$ cat config.mk
export PLATFORM = sky130hd
export DESIGN_NAME = crc16_frame_appender
export DESIGN_NICKNAME = d
export VERILOG_FILES = /design/src/rtl/crc16_pkg.sv /design/src/rtl/crc16_step.sv /design/src/rtl/crc16_frame_appender.sv
export SDC_FILE = /design/constraint.sdc
export NUM_CORES = 1
export LEC_CHECK = 0
export ABC_CLOCK_PERIOD_IN_PS = 1900
export CAP_MARGIN = 30
export CORE_ASPECT_RATIO = 0.5
export CORE_UTILIZATION = 50
export CTS_BUF_LIST = sky130_fd_sc_hd__clkbuf_2 sky130_fd_sc_hd__clkbuf_4 sky130_fd_sc_hd__clkbuf_8
export DETAILED_ROUTE_END_ITERATION = 12
export PLACE_DENSITY = 0.91
export SETUP_SLACK_MARGIN = 0.4
export SLEW_MARGIN = 20
export SYNTH_ARGS = -nofsm -noshare
export SYNTH_HDL_FRONTEND = slang
export SYNTH_SLANG_ARGS = --single-unit
$ cat constraint.sdc
create_clock -name clk -period 1.9 [get_ports clk]
set_input_delay 0.57 -clock clk [delete_from_list [all_inputs] [get_ports clk]]
set_output_delay 0.57 -clock clk [all_outputs]
set_load 0.005 [all_outputs]
$ cat src/rtl/crc16_pkg.sv
// Shared CRC-16 definitions (poly 0x1021, MSB-first, 16 bits per step) and the frame FSM encoding.
package crc16_pkg;

  localparam int          CRC16_W    = 16;
  localparam logic [15:0] CRC16_INIT = 16'h0000;

  typedef enum logic [1:0] {
    IDLE     = 2'd0,
    DATA     = 2'd1,
    EMIT_CRC = 2'd2
  } fsm_e;

  // Fold one 16-bit word into the CRC: xor in, then 16 shift/reduce steps.
  function automatic logic [CRC16_W-1:0] crc16_step(input logic [CRC16_W-1:0] crc,
                                                    input logic [CRC16_W-1:0] data);
    logic [CRC16_W-1:0] c;
    c = crc ^ data;
    for (int i = 0; i < CRC16_W; i++) begin
      c = c[CRC16_W-1] ? ((c << 1) ^ 16'h1021) : (c << 1);
    end
    return c;
  endfunction

endpackage

$ cat src/rtl/crc16_step.sv
// Combinational CRC-16 step: next CRC after folding one 16-bit data word into crc_i.
module crc16_step
  import crc16_pkg::*;
(
  input  logic [CRC16_W-1:0] crc_i,
  input  logic [CRC16_W-1:0] data_i,
  output logic [CRC16_W-1:0] crc_o
);

  assign crc_o = crc16_step(crc_i, data_i);

endmodule

$ cat src/rtl/crc16_frame_appender.sv
// Forwards a framed 16-bit word stream unchanged and appends one CRC-16 word per frame.
// One output register, no skid buffer: in_ready drops whenever the held word is not taken.
module crc16_frame_appender
  import crc16_pkg::*;
#(
  parameter logic [15:0] CRC_INIT  = CRC16_INIT,
  parameter int          MAX_WORDS = 1024,
  parameter int          LEN_W     = 11
) (
  input  logic             clk,
  input  logic             rst,
  input  logic             in_valid,
  output logic             in_ready,
  input  logic [15:0]      in_data,
  input  logic             in_last,
  output logic             out_valid,
  input  logic             out_ready,
  output logic [15:0]      out_data,
  output logic             out_last,
  output logic             out_is_crc,
  output logic [LEN_W-1:0] frame_len,
  output logic             len_err
);

  localparam logic [LEN_W-1:0] MAX_CNT = LEN_W'(MAX_WORDS);

  fsm_e             state_q;
  logic [15:0]      crc_q;
  logic [15:0]      crc_d;
  logic [LEN_W-1:0] cnt_q;
  logic             out_valid_q;
  logic [15:0]      out_data_q;
  logic             out_last_q;
  logic             out_is_crc_q;
  logic [LEN_W-1:0] frame_len_q;
  logic             len_err_q;

  logic in_fire;
  logic out_fire;
  logic crc_loaded;

  // crc_q is back at CRC_INIT whenever the FSM sits in IDLE, so it seeds the first word too.
  crc16_step crc16_step_u (
    .crc_i  (crc_q),
    .data_i (in_data),
    .crc_o  (crc_d)
  );

  assign in_ready   = ~rst & (state_q != EMIT_CRC) & (~out_valid_q | out_ready);
  assign in_fire    = in_valid & in_ready;
  assign out_fire   = out_valid_q & out_ready;
  assign crc_loaded = out_valid_q & out_is_crc_q;

  always_ff @(posedge clk or posedge rst) begin
    if (rst) begin
      state_q      <= IDLE;
      crc_q        <= CRC_INIT;
      cnt_q        <= '0;
      out_valid_q  <= 1'b0;
      out_data_q   <= '0;
      out_last_q   <= 1'b0;
      out_is_crc_q <= 1'b0;
      frame_len_q  <= '0;
      len_err_q    <= 1'b0;
    end else begin
      if (out_fire) begin
        out_valid_q <= 1'b0;
      end
      case (state_q)
        IDLE, DATA: begin
          if (in_fire) begin
            out_valid_q  <= 1'b1;
            out_data_q   <= in_data;
            out_last_q   <= 1'b0;
            out_is_crc_q <= 1'b0;
            crc_q        <= crc_d;
            if (state_q == IDLE) begin
              cnt_q <= LEN_W'(1);
            end else if (cnt_q >= MAX_CNT) begin
              len_err_q <= 1'b1;
            end else begin
              cnt_q <= cnt_q + LEN_W'(1);
            end
            state_q <= in_last ? EMIT_CRC : DATA;
          end
        end
        EMIT_CRC: begin
          if (crc_loaded) begin
            if (out_fire) begin
              out_last_q   <= 1'b0;
              out_is_crc_q <= 1'b0;
              crc_q        <= CRC_INIT;
              cnt_q        <= '0;
              state_q      <= IDLE;
            end
          end else if (~out_valid_q | out_fire) begin
            out_valid_q  <= 1'b1;
            out_data_q   <= crc_q;
            out_last_q   <= 1'b1;
            out_is_crc_q <= 1'b1;
            frame_len_q  <= cnt_q;
          end
        end
        default: state_q <= IDLE;
      endcase
    end
  end

  assign out_valid  = out_valid_q;
  assign out_data   = out_data_q;
  assign out_last   = out_last_q;
  assign out_is_crc = out_is_crc_q;
  assign frame_len  = frame_len_q;
  assign len_err    = len_err_q;

endmodule

==> results.py, run 1 <==
metrics = {
    "outcome": {
        "status": "stopped before the end",
        "haltStage": "global routing",
        "error": "[ERROR DPL-0038] Utilization greater than 100%, impossible to legalize",
    },
    "place": {
        "io_buffers": 52,
        "post-place-cells": 496,
        "place_area_mm2": 0.00440,
        "place_congestion": 0.810,
        "dpl.hpwl_um": 6170,
    },
    "die": {
        "std_cell_rows": 20,
        "design.portCount": 53,
        "fp.dieW_um": 115,
        "fp.dieH_um": 58.5,
        "initial_core_util": 0.523,
    },
    "logic_synthesis": {
        "syn_area_mm2": 0.00319,
        "syn_nets": 341,
        "synth.area.mux_share": 0.0388,
        "synth_cells": 319,
        "synth_top_family_by_area": "XOR/XNOR gates",
        "seq_area_frac_synth": 0.462,
        "synth-seq-cells": 59,
        "ys_async_sr_fraction": 1.00,
        "synth.avg_cell_area_um2": 10.0,
        "synth_edf_count": 0,
        "synth-xor-area-share": 0.205,
        "synthSimpleGateAreaFrac": 0.172,
        "synthAdderAreaFrac": 0.00392,
        "synth_compound_area_frac": 0.0976,
        "yosysWarnings": 0,
        "synth_flop_cell": "dfrtp_1",
        "synthDistinctLibCells": 40,
    },
    "global_route": {
        "grt_max_degree": 60,
    },
    "clock_network": {
        "ctsHtreeMaxLevel": 3,
        "cts_num_sinks": 59,
        "clockBufferDepth": 2,
        "root_buffer": "clkbuf_8",
        "cts_made_buffers": 9,
    },
    "sta": {
        "crit_endpoint": "crc_q[5]$_DFFE_PP0P_/D",
        "endpoint_type": "sequential cell input",
    },
}
==> cells by family after synthesis <==
logic type / after synthesis
AO/OA/AOI/OAI: 49
XOR/XNOR: 60
adder cells (fa/ha/maj): 1
buffers and inverters: 17
flip-flops: 59
multiplexers: 11
AND/OR/NAND/NOR: 122
==> per-stage QoR <==
step / util / setup slack, ps / setup TNS [ps]
after floorplan: - / -147 / -498
after global placement: 0.720 / -735 / -23190
after detailed placement: 0.720 / -772 / -27880
after CTS: 0.909 / -283 / -2100
==> Yosys cell counts (all sizes together) (6+ instances only) <==
library cell  number  area (um2)
nand3             17        85.1
o21ai             12        60.1
a21oi              6        30.0
xnor2             33         315
xnor3              6         138
a31oi             16         100
nand2             51         191
mux2              11         124
dfrtp             59        1480
xor2              20         175
clkbuf            14        52.6
nor2              33         124
==> what timing repair did <==
item                                    in CTS
gates cloned                                 6
pin swaps                                   51
setup buffers                               46
endpoints found under the setup margin      90
hold buffers                                 0
resized for setup                          252
==> run 2: changes to the inputs <==
==> config.mk (replaced) <==
export PLATFORM = sky130hd
export DESIGN_NAME = crc16_frame_appender
export DESIGN_NICKNAME = d
export VERILOG_FILES = /design/src/rtl/crc16_pkg.sv /design/src/rtl/crc16_step.sv /design/src/rtl/crc16_frame_appender.sv
export SDC_FILE = /design/constraint.sdc
export NUM_CORES = 1
export LEC_CHECK = 0
export ABC_CLOCK_PERIOD_IN_PS = 2500
export CAP_MARGIN = 30
export CORE_UTILIZATION = 38
export DETAILED_ROUTE_END_ITERATION = 12
export PLACE_DENSITY_LB_ADDON = 0.15
export SLEW_MARGIN = 20
export SYNTH_ARGS = -nofsm -noshare
export SYNTH_HDL_FRONTEND = slang
export SYNTH_SLANG_ARGS = --single-unit
==> constraint.sdc (replaced) <==
create_clock -name clk -period 2.5 [get_ports clk]
set_input_delay 0.75 -clock clk [delete_from_list [all_inputs] [get_ports clk]]
set_output_delay 0.75 -clock clk [all_outputs]
set_load 0.005 [all_outputs]
==> run 2 against run 1 <==
The flow now finishes without violations. Synthesized area did not move. Synthesized cell count did not move.
==> results.py, run 2 <==
metrics = {
    "outcome": {
        "status": "completed",
    },
    "logic_synthesis": {
        "ys_async_sr_fraction": 1.00,
        "synth_common_cells": "dfrtp_1, nand2_1, nor2_1",
        "netlist_top_cells_area": "dfrtp_1, xnor2_1, nand2_1",
        "synthDistinctLibCells": 40,
        "synth_flop_cell": "dfrtp_1",
        "syn_nets": 341,
        "seq_area_frac_synth": 0.462,
        "synth_largest_area_cell": "dfrtp_1",
        "synth.avg_cell_area_um2": 10.0,
        "synth_edf_count": 0,
        "synth_cells": 319,
        "synth-seq-cells": 59,
        "synth_top_cell_area_share": 0.462,
        "syn_area_mm2": 0.00319,
        "synth_most_common_cell": "dfrtp_1",
        "yosysWarnings": 0,
    },
    "power": {
        "powerDensity_mw_per_mm2": 1480,
        "ir_drop_mv": 0.650,
        "power_leakage_nw": 2.05,
    },
    "clock_network": {
        "clk_pin_slew_ps": 70,
        "ctsHtreeMaxLevel": 3,
        "clkLatencyLatePin_ps": 350,
        "clockBufferDepth": 2,
        "root_buffer": "clkbuf_8",
        "cts_made_buffers": 9,
        "cts_tree": "yes",
        "cts_num_sinks": 59,
    },
    "layout": {
        "diodes": 0,
        "finalNetCount": 441,
        "syn2layout_area_growth_pct": 41.0,
        "layout_common_cells": "dfrtp_1, nand2_1, buf_4",
        "layout_commonest_cell": "dfrtp_1",
        "drive_above_1_share": 0.250,
    },
    "global_route": {
        "first_global_vias": 2656,
        "grt.total_usage": 0.205,
        "grt_max_degree": 31,
        "grt_pass1_wl_um": 13600,
        "antenna_found_initial": 0,
        "grt.overflow.total": 0,
    },
    "die": {
        "fp.dieH_um": 93.7,
        "fp.dieW_um": 93.7,
        "design.portCount": 53,
        "initial_core_util": 0.391,
        "std_cell_rows": 33,
        "dieArea_mm2": 0.00877,
        "core_mm2": 0.00818,
    },
    "place": {
        "io_buffers": 52,
        "place_congestion": 0.795,
        "dp_slack_ps": -434,
        "dpl.hpwl_um": 5680,
    },
    "setup_path": {
        "critPathLaunchType": "primary input",
        "cp-startpoint": "in_data[0]",
        "worstPathRequired_ps": 2780,
        "crit_chain": "clkdlybuf4s50_1 > xnor2_2 > xnor3_1 > xnor3_2 > xnor2_1 > or3_1 > nand3_1",
        "cp_slowest_stage_delay_ps": 520,
        "crit_end": "crc_q[12]",
        "rr_endpoint": "crc_q[12]",
        "rr_worst_depth": 6,
        "arrival_ps": 2730,
        "slowest_stage": "clkdlybuf4s50_1",
        "r2r_setup_slack_ps": 290,
        "setup.worst_path.end_class": "flip-flop",
        "path_class": "in2reg",
        "rr_startpoint": "crc_q[15]",
        "cp_max_fo": 3,
    },
    "sta": {
        "setup_viol": 0,
        "tightest_slew_ps": 578,
        "layout_min_cycle_time_ps": 2450,
        "setup_tns_ps": 0,
        "max_clock_freq_mhz": 409,
        "skew_ps": 6.63,
        "setup_ws_ps": 54.8,
        "slew_violations": 0,
        "maxSlewHeadroom": 0.614,
        "timing.final.hold_violations": 0,
        "hold_ws_ps": 485,
        "finalCritPeriodShare": 0.978,
        "grt_setup_unrepaired": "yes",
    },
    "detailed_routing": {
        "vias_per_cell": 4.93,
        "wire_per_inst_um": 15.1,
        "routed_wl_um": 8000,
        "top_layer": "met4",
        "met1_length_um": 4020,
        "drtAntennaViolNets": 0,
        "drc_errors": 0,
        "wl_met3_um": 416,
        "vias": 2609,
        "wl_met2_um": 3450,
        "drt_iter0_markers": 129,
        "dr.pass1.iters": 4,
    },
    "worst_hold_path": {
        "min_path_type": "reg2reg",
    },
    "run": {
        "max-cap-violations": 0,
    },
}
run 2: cell counts after synthesis:
No cell type changed its count.
run 2: cells by family after synthesis:
logic type / synth area share
xor+xnor: 0.205
fa+ha+maj: 0.00392
flops: 0.462
simple gates: 0.172
compound gates: 0.0976
buf+inv: 0.0212
mux: 0.0388
run 2: worst min-delay path by stage:
| stage | to | start | slack, ps | cells past startpoint |
|---|---|---|---|---|
| after global placement | len_err | len_err | 470 | 1 |
| after floorplan | len_err | len_err | 470 | 1 |
| final | len_err | len_err | 480 | 1 |
| after CTS | len_err | len_err | 490 | 1 |
| after detailed placement | len_err | len_err | 470 | 1 |
| after global routing | len_err | len_err | 510 | 1 |
run 2: area by class of cell:
cell class / instances / area [um2]
Clock buffer: 9 / 124
Clock inverter: 7 / 100
Fill cell: 751 / 3670
Inverter: 2 / 7.51
Multi-Input combinational cell: 243 / 1740
Sequential cell: 59 / 1480
Tap cell: 105 / 131
Timing Repair Buffer: 104 / 922
run 2: what timing repair did:
action                                  4_1_cts  5_1_grt
endpoints found under the setup margin        9       28
hold buffers                                  0        0
pin swaps                                     3        6
buffers inserted                              0        1
gates resized for setup                      12       11
run 2: routing by layer:
layer,vias to the layer above,track usage
li1,1285,-
met1,1257,0.293
met2,56,0.311
met3,11,0.0429
met4,0,0.0654
met5,-,0
run 2: per-stage QoR:
stage,power [mW],util,instance area (um2),instances
CTS,6.62,0.544,4450,528
global placement,5.43,0.511,4180,512
finish,6.67,0.551,4500,529
detailed placement,5.50,0.511,4180,512
floorplan,3.90,-,3190,319
global route,7.16,0.551,4500,529
run 2: power breakdown:
part,internal (mW),switching [mW]
logic,2.39,1.67
clock network,0.567,0.425
registers,1.28,0.346
total,4.23,2.44
run 2: critical path, delay by kind of cell:
| kind | cells | cell delay, ps |
|---|---|---|
| simple gates | 2 | 390 |
| buf+inv | 1 | 520 |
| xor+xnor | 4 | 1070 |
Note: power is estimated with default switching activity, not from simulation.
==> run 3: changes to the inputs <==
--- a/config.mk
+++ b/config.mk
@@ -10,7 +10,7 @@
 export CORE_UTILIZATION = 38
 export DETAILED_ROUTE_END_ITERATION = 12
 export PLACE_DENSITY_LB_ADDON = 0.15
-export SLEW_MARGIN = 20
 export SYNTH_ARGS = -nofsm -noshare
 export SYNTH_HDL_FRONTEND = slang
 export SYNTH_SLANG_ARGS = --single-unit
+export TNS_END_PERCENT = 5
==> run 3 against run 2 <==
The flow now finishes with violations (negative setup slack). Cell count fell by 0.19%. Fmax down 3.4%. Register-to-register slack gained 80 ps. Total power fell by 0.84%. Die area unchanged. Worst hold slack worse by 1.1 ps. Critical path depth stayed put. Sequential share of layout area is 0.21 points higher. Flip-flop and latch count is the same. Global-route usage fell by 0.15 points.
==> results.py, run 3 (synthesis gave the netlist of run 2 again) <==
metrics = {
    "outcome": {
        "status": "complete, but fails checks",
        "violations": "negative setup slack",
    },
    "die": {
        "design.portCount": 53,
        "fp.dieH_um": 93.7,
        "core_mm2": 0.00818,
        "initial_core_util": 0.391,
        "fp.dieW_um": 93.7,
        "dieArea_mm2": 0.00877,
        "std_cell_rows": 33,
    },
    "layout": {
        "finalNetCount": 440,
        "drive_above_1_share": 0.241,
        "layout_common_cells": "dfrtp_1, clkdlybuf4s50_1, buf_4",
        "layout_commonest_cell": "dfrtp_1",
        "syn2layout_area_growth_pct": 40.1,
        "final_util": 0.547,
        "diodes": 0,
    },
    "power": {
        "clockPowerShare": 0.150,
        "seqPwrFrac": 0.245,
        "ir_drop_mv": 0.631,
        "power.switching_mw": 2.42,
        "finalPower_mw": 6.61,
        "intPower_mw": 4.19,
        "switching_share": 0.366,
        "power_leakage_nw": 2.02,
        "powerDensity_mw_per_mm2": 1480,
        "comb_power_share": 0.605,
    },
    "detailed_routing": {
        "vias": 2623,
        "drtAntennaViolNets": 0,
        "dr.pass1.iters": 4,
        "drt_iter0_markers": 83,
        "vias_per_cell": 4.97,
        "wire_per_inst_um": 15.1,
        "drc_errors": 0,
        "routed_wl_um": 7960,
    },
    "sta": {
        "slew_violations": 0,
        "hold_ws_ps": 484,
        "layout_min_cycle_time_ps": 2530,
        "skew_ps": 9.28,
        "finalCritPeriodShare": 1.01,
        "grt_setup_unrepaired": "yes",
        "setup_ws_ps": -30.3,
        "tightest_slew_ps": 555,
        "timing.final.hold_violations": 0,
        "setup_viol": 1,
        "max_clock_freq_mhz": 395,
        "maxSlewHeadroom": 0.629,
    },
    "setup_path": {
        "setup.worst_path.end_class": "flip-flop",
        "cp_max_fo": 4,
        "crit_chain": "clkdlybuf4s50_1 > xnor2_1 > xnor3_1 > xnor3_2 > xnor2_1 > or3_1 > nand3_1",
        "worstPathRequired_ps": 2780,
        "r2r_setup_slack_ps": 370,
        "crit_top_cell": "xnor2_1",
        "cp_slowest_stage_delay_ps": 520,
        "slowest_stage": "clkdlybuf4s50_1",
        "arrival_ps": 2810,
        "path_class": "in2reg",
        "critPathLaunchType": "primary input",
    },
    "clock_network": {
        "clk_pin_slew_ps": 70,
        "cts_num_sinks": 59,
        "cts_made_buffers": 9,
        "postCtsSetupRepairBufs": 0,
        "ctsHtreeMaxLevel": 3,
        "clkLatencyLatePin_ps": 350,
        "cts_tree": "yes",
        "clockBufferDepth": 2,
        "root_buffer": "clkbuf_8",
    },
    "global_route": {
        "grt_max_degree": 31,
        "first_global_vias": 2651,
        "grt_pass1_wl_um": 13500,
        "antenna_found_initial": 0,
        "grt.overflow.total": 0,
        "grt.total_usage": 0.204,
    },
    "place": {
        "dp_slack_ps": -434,
        "io_buffers": 52,
        "place_congestion": 0.795,
        "dpl.hpwl_um": 5680,
    },
    "run": {
        "max-cap-violations": 0,
    },
    "worst_hold_path": {
        "min_path_type": "reg2reg",
    },
}
[run 3: area by class of cell]
cell class,count,area (um2)
Clock inverter,7,100
Timing Repair Buffer,103,913
Inverter,2,7.51
Tap cell,105,131
Multi-Input combinational cell,243,1720
Fill cell,756,3700
Sequential cell,59,1480
Clock buffer,9,124
[run 3: path summary, 6_finish.rpt]
check	cells past startpoint	endpoint	from
worst max-delay path	7	crc_q[12]	in_data[15]
worst min register to register	1	len_err	len_err
max in group asynchronous	4	crc_q[9]	rst
min in group asynchronous	4	crc_q[2]	rst
worst min-delay path	1	len_err	len_err
worst max register to register	8	crc_q[6]	crc_q[14]
[run 3: stage by stage]
step | setup TNS (ps) | area [um2] | cells
after floorplan | 0 | 3190 | 319
after global placement | -10170 | 4180 | 512
after CTS | -8.52 | 4430 | 528
final | -30.3 | 4470 | 528
after detailed placement | -11550 | 4180 | 512
after global routing | -278 | 4470 | 528
[run 3: repair_timing]
item / 4_1_cts / 5_1_grt
hold buffers: 0 / 0
gates resized for setup: 8 / 10
pin swaps: 3 / 0
endpoints found under the setup margin: 9 / 28
[run 3: routing by layer]
metal	part of all wire	wire length, um	GRT usage
met2	0.43	3450	0.308
met1	0.49	3930	0.291
met3	0.059	469	0.0429
met4	0.014	111	0.0654
met5	0	0	0
[run 3: worst max-delay path, delay by kind of cell]
family                 cells  cell delay [ps]
buffers and inverters      1              520
XOR/XNOR                   4             1160
AND/OR/NAND/NOR            2              380
[run 3: power groups by stage]
stage | sequential, mW | combinational (mW) | clock [mW]
floorplan | 1.55 | 2.36 | 0
global placement | 1.61 | 3.82 | 0
detailed placement | 1.63 | 3.87 | 0
CTS | 1.61 | 3.95 | 1.02
global route | 1.68 | 4.38 | 1.06
finish | 1.62 | 4.00 | 0.994
==> run 4: changes to the inputs <==
--- a/config.mk
+++ b/config.mk
@@ -10,6 +10,7 @@
 export CORE_UTILIZATION = 38
 export DETAILED_ROUTE_END_ITERATION = 12
 export PLACE_DENSITY_LB_ADDON = 0.15
+export RECOVER_POWER = 100
 export SYNTH_ARGS = -nofsm -noshare
 export SYNTH_HDL_FRONTEND = slang
 export SYNTH_SLANG_ARGS = --single-unit
==> run 4 against run 3 <==
The run still ends with negative setup slack left. Non-clock buffer count unchanged. Critical endpoint unchanged. Worst hold slack better by 2.0 ps. Cell area down 0.48%. Flip-flop and latch count unchanged. Die area unchanged. Routed wire length down 0.55%. Clock skew down 2.2 ps. Critical path type unchanged.
==> results.py, run 4 (synthesis gave the netlist of run 2 again) <==
metrics = {
    "global_route": {
        "met2_usage": 0.308,
        "first_global_vias": 2651,
        "grt.total_usage": 0.204,
        "grt_max_degree": 31,
        "grt_pass1_wl_um": 13500,
        "use_met1": 0.291,
        "antenna_found_initial": 0,
        "grt.overflow.total": 0,
        "met3_usage": 0.0429,
        "top_usage_layer": "met2",
    },
    "power": {
        "finalPower_mw": 6.56,
        "power_leakage_nw": 2.03,
        "ir_drop_mv": 0.629,
        "powerDensity_mw_per_mm2": 1470,
    },
    "sta": {
        "layout_min_cycle_time_ps": 2530,
        "tightest_slew_ps": 764,
        "timing.final.hold_violations": 0,
        "maxSlewHeadroom": 0.490,
        "setup_ws_ps": -31.1,
        "hold_ws_ps": 486,
        "max_clock_freq_mhz": 395,
        "finalCritPeriodShare": 1.01,
        "skew_ps": 7.12,
        "setup_viol": 1,
        "slew_violations": 0,
        "grt_setup_unrepaired": "yes",
    },
    "place": {
        "place_congestion": 0.795,
        "place_area_mm2": 0.00418,
        "dp_slack_ps": -434,
        "post-place-cells": 512,
        "dpl.hpwl_um": 5680,
        "io_buffers": 52,
    },
    "clock_network": {
        "cts_num_sinks": 59,
        "postCtsSetupRepairBufs": 0,
        "cts_tree": "yes",
        "cts-hold-fix-buffers": 0,
        "ctsHtreeMaxLevel": 3,
        "root_buffer": "clkbuf_8",
        "clk_pin_slew_ps": 70,
        "cts_made_buffers": 9,
        "clkLatencyLatePin_ps": 350,
        "clockBufferDepth": 2,
    },
    "setup_path": {
        "critPathLaunchType": "primary input",
        "setup.worst_path.end_class": "flip-flop",
        "cp-startpoint": "in_data[15]",
        "rr_startpoint": "crc_q[14]",
        "cp_max_fo": 4,
        "arrival_ps": 2810,
        "worstPathRequired_ps": 2780,
        "path_class": "in2reg",
    },
    "detailed_routing": {
        "drtAntennaViolNets": 0,
        "routed_wl_um": 7920,
        "drc_errors": 0,
        "dr.pass1.iters": 4,
        "drt_iter0_markers": 84,
        "vias": 2621,
        "wire_per_inst_um": 15.0,
        "vias_per_cell": 4.96,
    },
    "layout": {
        "finalNetCount": 440,
        "register_area_mm2": 0.00148,
        "stdcell_count": 528,
        "drive_above_1_share": 0.225,
        "fillers": 764,
        "layout_commonest_cell": "dfrtp_1",
        "design_area_mm2": 0.00445,
        "layout_common_cells": "dfrtp_1, nand2_1, buf_4",
        "diodes": 0,
        "multi_input_area_mm2": 0.00171,
        "syn2layout_area_growth_pct": 39.4,
    },
    "die": {
        "dieArea_mm2": 0.00877,
        "design.portCount": 53,
        "fp.dieW_um": 93.7,
        "std_cell_rows": 33,
        "fp.dieH_um": 93.7,
        "initial_core_util": 0.391,
        "core_mm2": 0.00818,
    },
    "outcome": {
        "violations": "negative setup slack",
        "status": "complete, but fails checks",
    },
    "worst_hold_path": {
        "min_path_type": "reg2reg",
        "min_from": "len_err",
    },
    "run": {
        "max-cap-violations": 0,
    },
}
[run 4: layout make-up]
class | count | area share
Clock buffer | 9 | 0.0278
Clock inverter | 7 | 0.0225
Inverter | 2 | 0.00169
Multi-Input combinational cell | 243 | 0.385
Sequential cell | 59 | 0.332
Tap cell | 105 | 0.0295
Timing Repair Buffer | 103 | 0.202
[run 4: repair_timing]
action,CTS,global route
resized for setup,8,10
hold endpoints to repair,0,0
setup endpoints to repair,9,28
pin swaps,3,0
[run 4: metal layers]
layer  vias to the layer above  share of wire  wire [um]
met3                        11          0.062        489
li1                       1291              -          -
met1                      1255           0.49       3880
met5                         -              0          0
met4                         0          0.014        111
met2                        64           0.43       3430
[run 4: path summary, 6_finish.rpt]
kind / slack, ps / endpoint / cells after the start
max: -30 / crc_q[12] / 7
min: 490 / len_err / 1
max reg2reg: 380 / crc_q[6] / 8
min reg2reg: 490 / len_err / 1
max in group asynchronous: 700 / crc_q[9] / 4
min in group asynchronous: 1300 / frame_len[0] / 4
[run 4: worst max-delay path: stages]
cell	delay (ps)
clkdlybuf4s50_1	520
xnor2_1	270
xnor3_1	450
xnor3_2	280
xnor2_1	160
or3_1	300
nand3_1	80
[run 4: stage by stage]
stage                     utilization  TNS, ps
after floorplan                     -        0
after global placement          0.511   -10170
after detailed placement        0.511   -11550
after CTS                       0.542    -8.52
after global routing            0.545    -1100
final                           0.545    -31.1
[run 4: report_power, final]
| part | total, mW | switching [mW] | internal, mW | leakage, nW |
|---|---|---|---|---|
| registers | 1.61 | 0.333 | 1.28 | 0.742 |
| clock network | 0.994 | 0.426 | 0.567 | 0.114 |
| logic | 3.95 | 1.65 | 2.30 | 1.17 |
